===== src/rtl/fetch_pkg.sv =====
// Shared types and constants for the instruction-fetch stage.
package fetch_pkg;

  typedef enum logic [1:0] {
    IDLE = 2'd0,
    REQ  = 2'd1,
    WAIT = 2'd2
  } fetch_state_e;

  localparam logic [31:0] NOP_INSTR_DEF = 32'h0000_0013;

  // fetch_sel encodings driven by the pipeline control unit; 2'b11 behaves as NOP.
  localparam logic [1:0] FETCH_SEL_PC     = 2'b00;
  localparam logic [1:0] FETCH_SEL_NOP    = 2'b01;
  localparam logic [1:0] FETCH_SEL_BRANCH = 2'b10;

endpackage


===== src/rtl/fetch_stage.sv =====
// Instruction-fetch stage: owns the PC, keeps at most one imem request outstanding,
// and hands one-cycle instruction pulses to decode. Redirects squash in-flight fetches.
//
// imem handshake: a request transfers on a cycle where imem_req_valid && imem_req_ready;
// once valid is raised the address holds until that transfer. A response is the single
// cycle with imem_rsp_valid high, at least one cycle after the transfer.
module fetch_stage
  import fetch_pkg::*;
#(
  parameter int                XLEN      = 32,
  parameter logic [XLEN-1:0]   RESET_PC  = '0,
  parameter logic [31:0]       NOP_INSTR = NOP_INSTR_DEF
) (
  input  logic               clk,
  input  logic               rst,
  input  logic [1:0]         fetch_sel,
  input  logic [XLEN-1:0]    branch_target,
  input  logic               nop_output_fetch,
  output logic               imem_req_valid,
  output logic [XLEN-1:0]    imem_req_addr,
  input  logic               imem_req_ready,
  input  logic               imem_rsp_valid,
  input  logic [31:0]        imem_rsp_data,
  output logic [31:0]        instr_out,
  output logic [XLEN-1:0]    pc_out,
  output logic               instr_valid,
  output logic [6:0]         opcode_fetch,
  output fetch_state_e       state
);

  logic [XLEN-1:0] pc_q;
  logic [XLEN-1:0] req_addr_q;
  logic [XLEN-1:0] req_pc_q;
  logic            squash_q;
  logic [XLEN-1:0] target;
  logic            is_branch;
  logic            is_pc;

  assign target    = {branch_target[XLEN-1:2], 2'b00};
  assign is_branch = (fetch_sel == FETCH_SEL_BRANCH);
  assign is_pc     = (fetch_sel == FETCH_SEL_PC);

  // In IDLE a branch wins over fetching, so no request goes out on a redirect cycle.
  assign imem_req_valid = !rst && (((state == IDLE) && is_pc) || (state == REQ));
  assign imem_req_addr  = (state == REQ) ? req_addr_q : pc_q;
  assign opcode_fetch   = instr_out[6:0];

  always_ff @(posedge clk or posedge rst) begin
    if (rst) begin
      state       <= IDLE;
      pc_q        <= RESET_PC;
      req_addr_q  <= RESET_PC;
      req_pc_q    <= RESET_PC;
      squash_q    <= 1'b0;
      instr_out   <= NOP_INSTR;
      pc_out      <= RESET_PC;
      instr_valid <= 1'b0;
    end else begin
      instr_out   <= NOP_INSTR;
      instr_valid <= 1'b0;
      case (state)
        IDLE: begin
          if (is_branch) begin
            pc_q <= target;
          end else if (is_pc) begin
            req_addr_q <= pc_q;
            if (imem_req_ready) begin
              req_pc_q <= pc_q;
              pc_q     <= pc_q + XLEN'(4);
              state    <= WAIT;
            end else begin
              state <= REQ;
            end
          end
        end
        REQ: begin
          if (imem_req_ready) begin
            req_pc_q <= req_addr_q;
            state    <= WAIT;
            // A redirect seen earlier in REQ already owns pc_q.
            if (!squash_q) pc_q <= req_addr_q + XLEN'(4);
          end
          if (is_branch) begin
            pc_q     <= target;
            squash_q <= 1'b1;
          end
        end
        WAIT: begin
          if (is_branch) begin
            pc_q <= target;
            if (imem_rsp_valid) begin
              state    <= IDLE;
              squash_q <= 1'b0;
            end else begin
              squash_q <= 1'b1;
            end
          end else if (imem_rsp_valid) begin
            state    <= IDLE;
            squash_q <= 1'b0;
            if (!squash_q) begin
              instr_out   <= nop_output_fetch ? NOP_INSTR : imem_rsp_data;
              pc_out      <= req_pc_q;
              instr_valid <= 1'b1;
            end
          end
        end
        default: state <= IDLE;
      endcase
    end
  end

endmodule


===== config.mk =====
export PLATFORM = sky130hd
export DESIGN_NAME = fetch_stage
export DESIGN_NICKNAME = d
export VERILOG_FILES = /design/src/rtl/fetch_pkg.sv /design/src/rtl/fetch_stage.sv
export SDC_FILE = /design/constraint.sdc
export NUM_CORES = 1
export LEC_CHECK = 0
export ABC_AREA = 1
export BUFFER_PORTS_ARGS = -buffer_cell sky130_fd_sc_hd__buf_2
export CORE_UTILIZATION = 40
export DETAILED_ROUTE_END_ITERATION = 12
export SLEW_MARGIN = 20
export SYNTH_ARGS = -nofsm -noshare
export SYNTH_HDL_FRONTEND = slang
export SYNTH_SLANG_ARGS = --single-unit

===== constraint.sdc =====
create_clock -name clk -period 11.8 [get_ports clk]
set_input_delay 1.18 -clock clk [delete_from_list [all_inputs] [get_ports clk]]
set_output_delay 1.18 -clock clk [all_outputs]
set_load 0.05 [all_outputs]

==> results by group <==
Finish
  • Area grow syn2layout: 18.0%
  • Multi-input logic area: 4290 µm²
  • Share of layout cells above drive strength 1: 18.6%
  • Area occupied by registers: 4110 µm²
  • Number of diodes: 0
  • Fin nets: 1557
  • Fillcell total: 2360

Setup path
  • CP Data Required Time: 10.62 ns
  • Worst reg2reg path depth: 10
  • Crit path DAT: 2.33 ns
  • Worst R2R Setup Slack: 8.69 ns
  • R2r endpoint: pc_q[2]
  • Crit Path Class: in2out
  • Worst R2R Start: state[1]
  • Critical Path Fanout Max: 65
  • CP Launch Type: input port
  • Critical Path Sink Type: output pin

Logic synthesis
  • Mapped Cells: 1341
  • Yosys warns: 0
  • Synth cell types: 40
  • Mapped cell area: 9330 µm²
  • Register area share after synthesis: 44.0%
  • Mapped Avg Cell Area: 6.96 µm²
  • Post-synth EDFFs: 0
  • Dominant synthesized flop cell: dfrtp_1
  • Synthesized Nets: 1417
  • Ys async rst share: 100%
  • Synthesized flop and latch total: 164

Global route
  • Largest net degree at the start of global routing: 108
  • First-pass GRT wire length: 42.6 mm
  • Overall routing resource usage: 22.8%
  • Gr ovfl total: 0
  • Vias in the first global route: 8137
  • Initial antenna violation count: 0

Place
  • Dpl hpwl: 19.0 mm
  • IO Port Bufs: 175
  • RePlAce Congestion: 0.934

Detailed routing
  • Drt drc: 0
  • WL met2: 11.6 mm
  • Top sig layer: met4
  • DR pass1 iterations: 5
  • Met3 WL: 1.70 mm
  • DRT antenna net count: 0
  • DR vias: 8779
  • Vias/cell: 4.86
  • M1 WL: 12.6 mm
  • Routed len/inst: 14.6 µm
  • DR iter-0 viols: 658
  • WL final: 26.3 mm

Clock tree
  • Root buffer cell: clkbuf_16
  • Post-CTS Setup Bufs: 0
  • TritonCTS Buffers: 17
  • Worst-Skew Late Latency: 0.43 ns
  • Post-CTS sizing: 0
  • Worst-path clk slew: 0.07 ns
  • CTS tree: built
  • # hold bufs at CTS: 0
  • Clk sink count: 164
  • CTS max path bufs: 2
  • CTS HTree Levels: 4

STA
  • Final hold vios: 0
  • Final period util: 29.7%
  • Setup TNS: 0 ns
  • Least-Margin Pin Slew: 1.00 ns
  • RSZ-0062 raised after global routing: no
  • Skew final: 0.0109 ns
  • Crit path time final: 3.51 ns
  • Count of pins over their slew limit: 0
  • FMAX: 0.285 GHz
  • Worst slew margin: 33.1%
  • Hold WS: 0.481 ns
  • Setup violators final: 0

Hold path
  • Worst Hold Launch: pc_out[29]
  • Hold crit path type: reg2reg
  • Hold Path End: pc_out[29]
  • Hold Path Depth: 2

Outcome
  • Status: completed

Die
  • Die area: 23900 µm²
  • Ports: 178
  • DIE HEIGHT: 155 µm
  • Core Footprint: 22800 µm²
  • Row Count: 55
  • Initial Util: 41.0%
  • Chip width: 155 µm

Power
  • Pwr Density: 297 nW/µm²
  • Peak VDD IR: 0.130 mV
  • Leakage: 0.00565 µW

Run
  • Max Cap Viol: 0
per-layer routing:
metal,up-vias,global-route usage (%)
li1,4480,-
met1,3992,32.8
met2,281,35.2
met3,26,3.75
met4,0,6.65
met5,-,0
worst max path at each step:
| stage | from | slack [ns] | endpoint | depth (start not counted) |
|---|---|---|---|---|
| 3_5_place_dp | fetch_sel[0] | 8.21 | pc_q[10] | 9 |
| 4_1_cts | state[1] | 7.96 | imem_req_addr[28] | 4 |
| 5_1_grt | fetch_sel[0] | 8.19 | imem_req_valid | 6 |
| 6_report | fetch_sel[0] | 8.29 | imem_req_valid | 6 |
| 3_3_place_gp | fetch_sel[0] | 8.24 | pc_q[2] | 9 |
| 2_1_floorplan | rst | 6.19 | instr_out[10] | 1 |
placed cells by master (no fill, tap or decap), types with 2 or more instances in the layout:
master     count
a211oi_1       2
a21oi_1       16
a21oi_2       18
a22oi_1        4
a31oi_1        4
buf_2        175
buf_4          7
clkbuf_16     17
clkinv_4       2
clkinv_8       5
dfrtp_1      161
dfstp_2        3
ha_1           4
inv_1        168
inv_2          5
inv_6          2
inv_8          5
nand2_1      451
nand2_2        2
nand3_1       98
nand3b_1       3
nand4_1        5
nor2_1       116
nor2_2         6
nor2_4         2
o21ai_0      147
o21ai_1       21
o22ai_1        4
or2_1          3
or2_2         21
xnor2_1        2
xor2_1         2
per-stage QoR:
step	cells	instance area, µm²	setup slack (ns)	power, µW	util [%]
2_1_floorplan	1341	9330	6.19	2240	-
3_3_place_gp	1775	10400	8.24	2640	45.5
3_5_place_dp	1775	10400	8.21	2680	45.5
4_1_cts	1807	11000	7.96	3270	48.3
5_1_grt	1807	11000	8.19	3520	48.3
6_report	1807	11000	8.29	3270	48.3
flip-flops by register name, indices dropped and copies added, names as in the netlist:
signal and count:
state 2, squash_q 1, pc_q 32, req_addr_q 32, req_pc_q 32, pc_out 32
instr_valid 1, instr_out 32
cells by family (layout without fill, tap and decap cells):
family          after synthesis  count (layout)  synth area share, %
simple gates                711             711                 31.5
buf+inv                     235             388                 10.3
compound gates              222             222                 13.2
flops                       164             164                 44.0
fa+ha+maj                     5               5                0.671
xor+xnor                      4               4                0.376
critical path, stage by stage:
cell and delay, ns:
buf_2 0.14, nor2_1 0.18, nand2_1 0.07, buf_4 0.29, a21oi_1 0.18, buf_2 0.28
power by group:
part / internal [µW] / total (µW) / switching (µW)
Combinational: 443 / 1720 / 1280
Clock: 310 / 582 / 272
Sequential: 778 / 963 / 185
area by class of cell:
class                           instances  area share (%)
Multi-Input combinational cell        942            38.9
Tap cell                              313            3.56
Sequential cell                       164            37.3
Clock inverter                         15            1.89
Inverter                              174            6.00
Clock buffer                           17            3.86
Timing Repair Buffer                  182            8.43
Yosys cell counts, types with 5 or more instances:
cell type / n / area (µm²)
dfrtp_1: 161 / 4030
or2_2: 21 / 131
a21oi_1: 16 / 80.1
buf_2: 25 / 125
buf_4: 8 / 60.1
inv_2: 5 / 18.8
a21oi_2: 18 / 158
inv_1: 169 / 634
nand4_1: 5 / 31.3
nand2_1: 452 / 1700
nor2_2: 6 / 37.5
nor2_1: 116 / 435
ha_1: 5 / 62.6
o21ai_0: 147 / 736
o21ai_1: 21 / 105
nand3_1: 98 / 490
clkbuf_1: 22 / 82.6
Note: power is estimated with default switching activity, not from simulation.
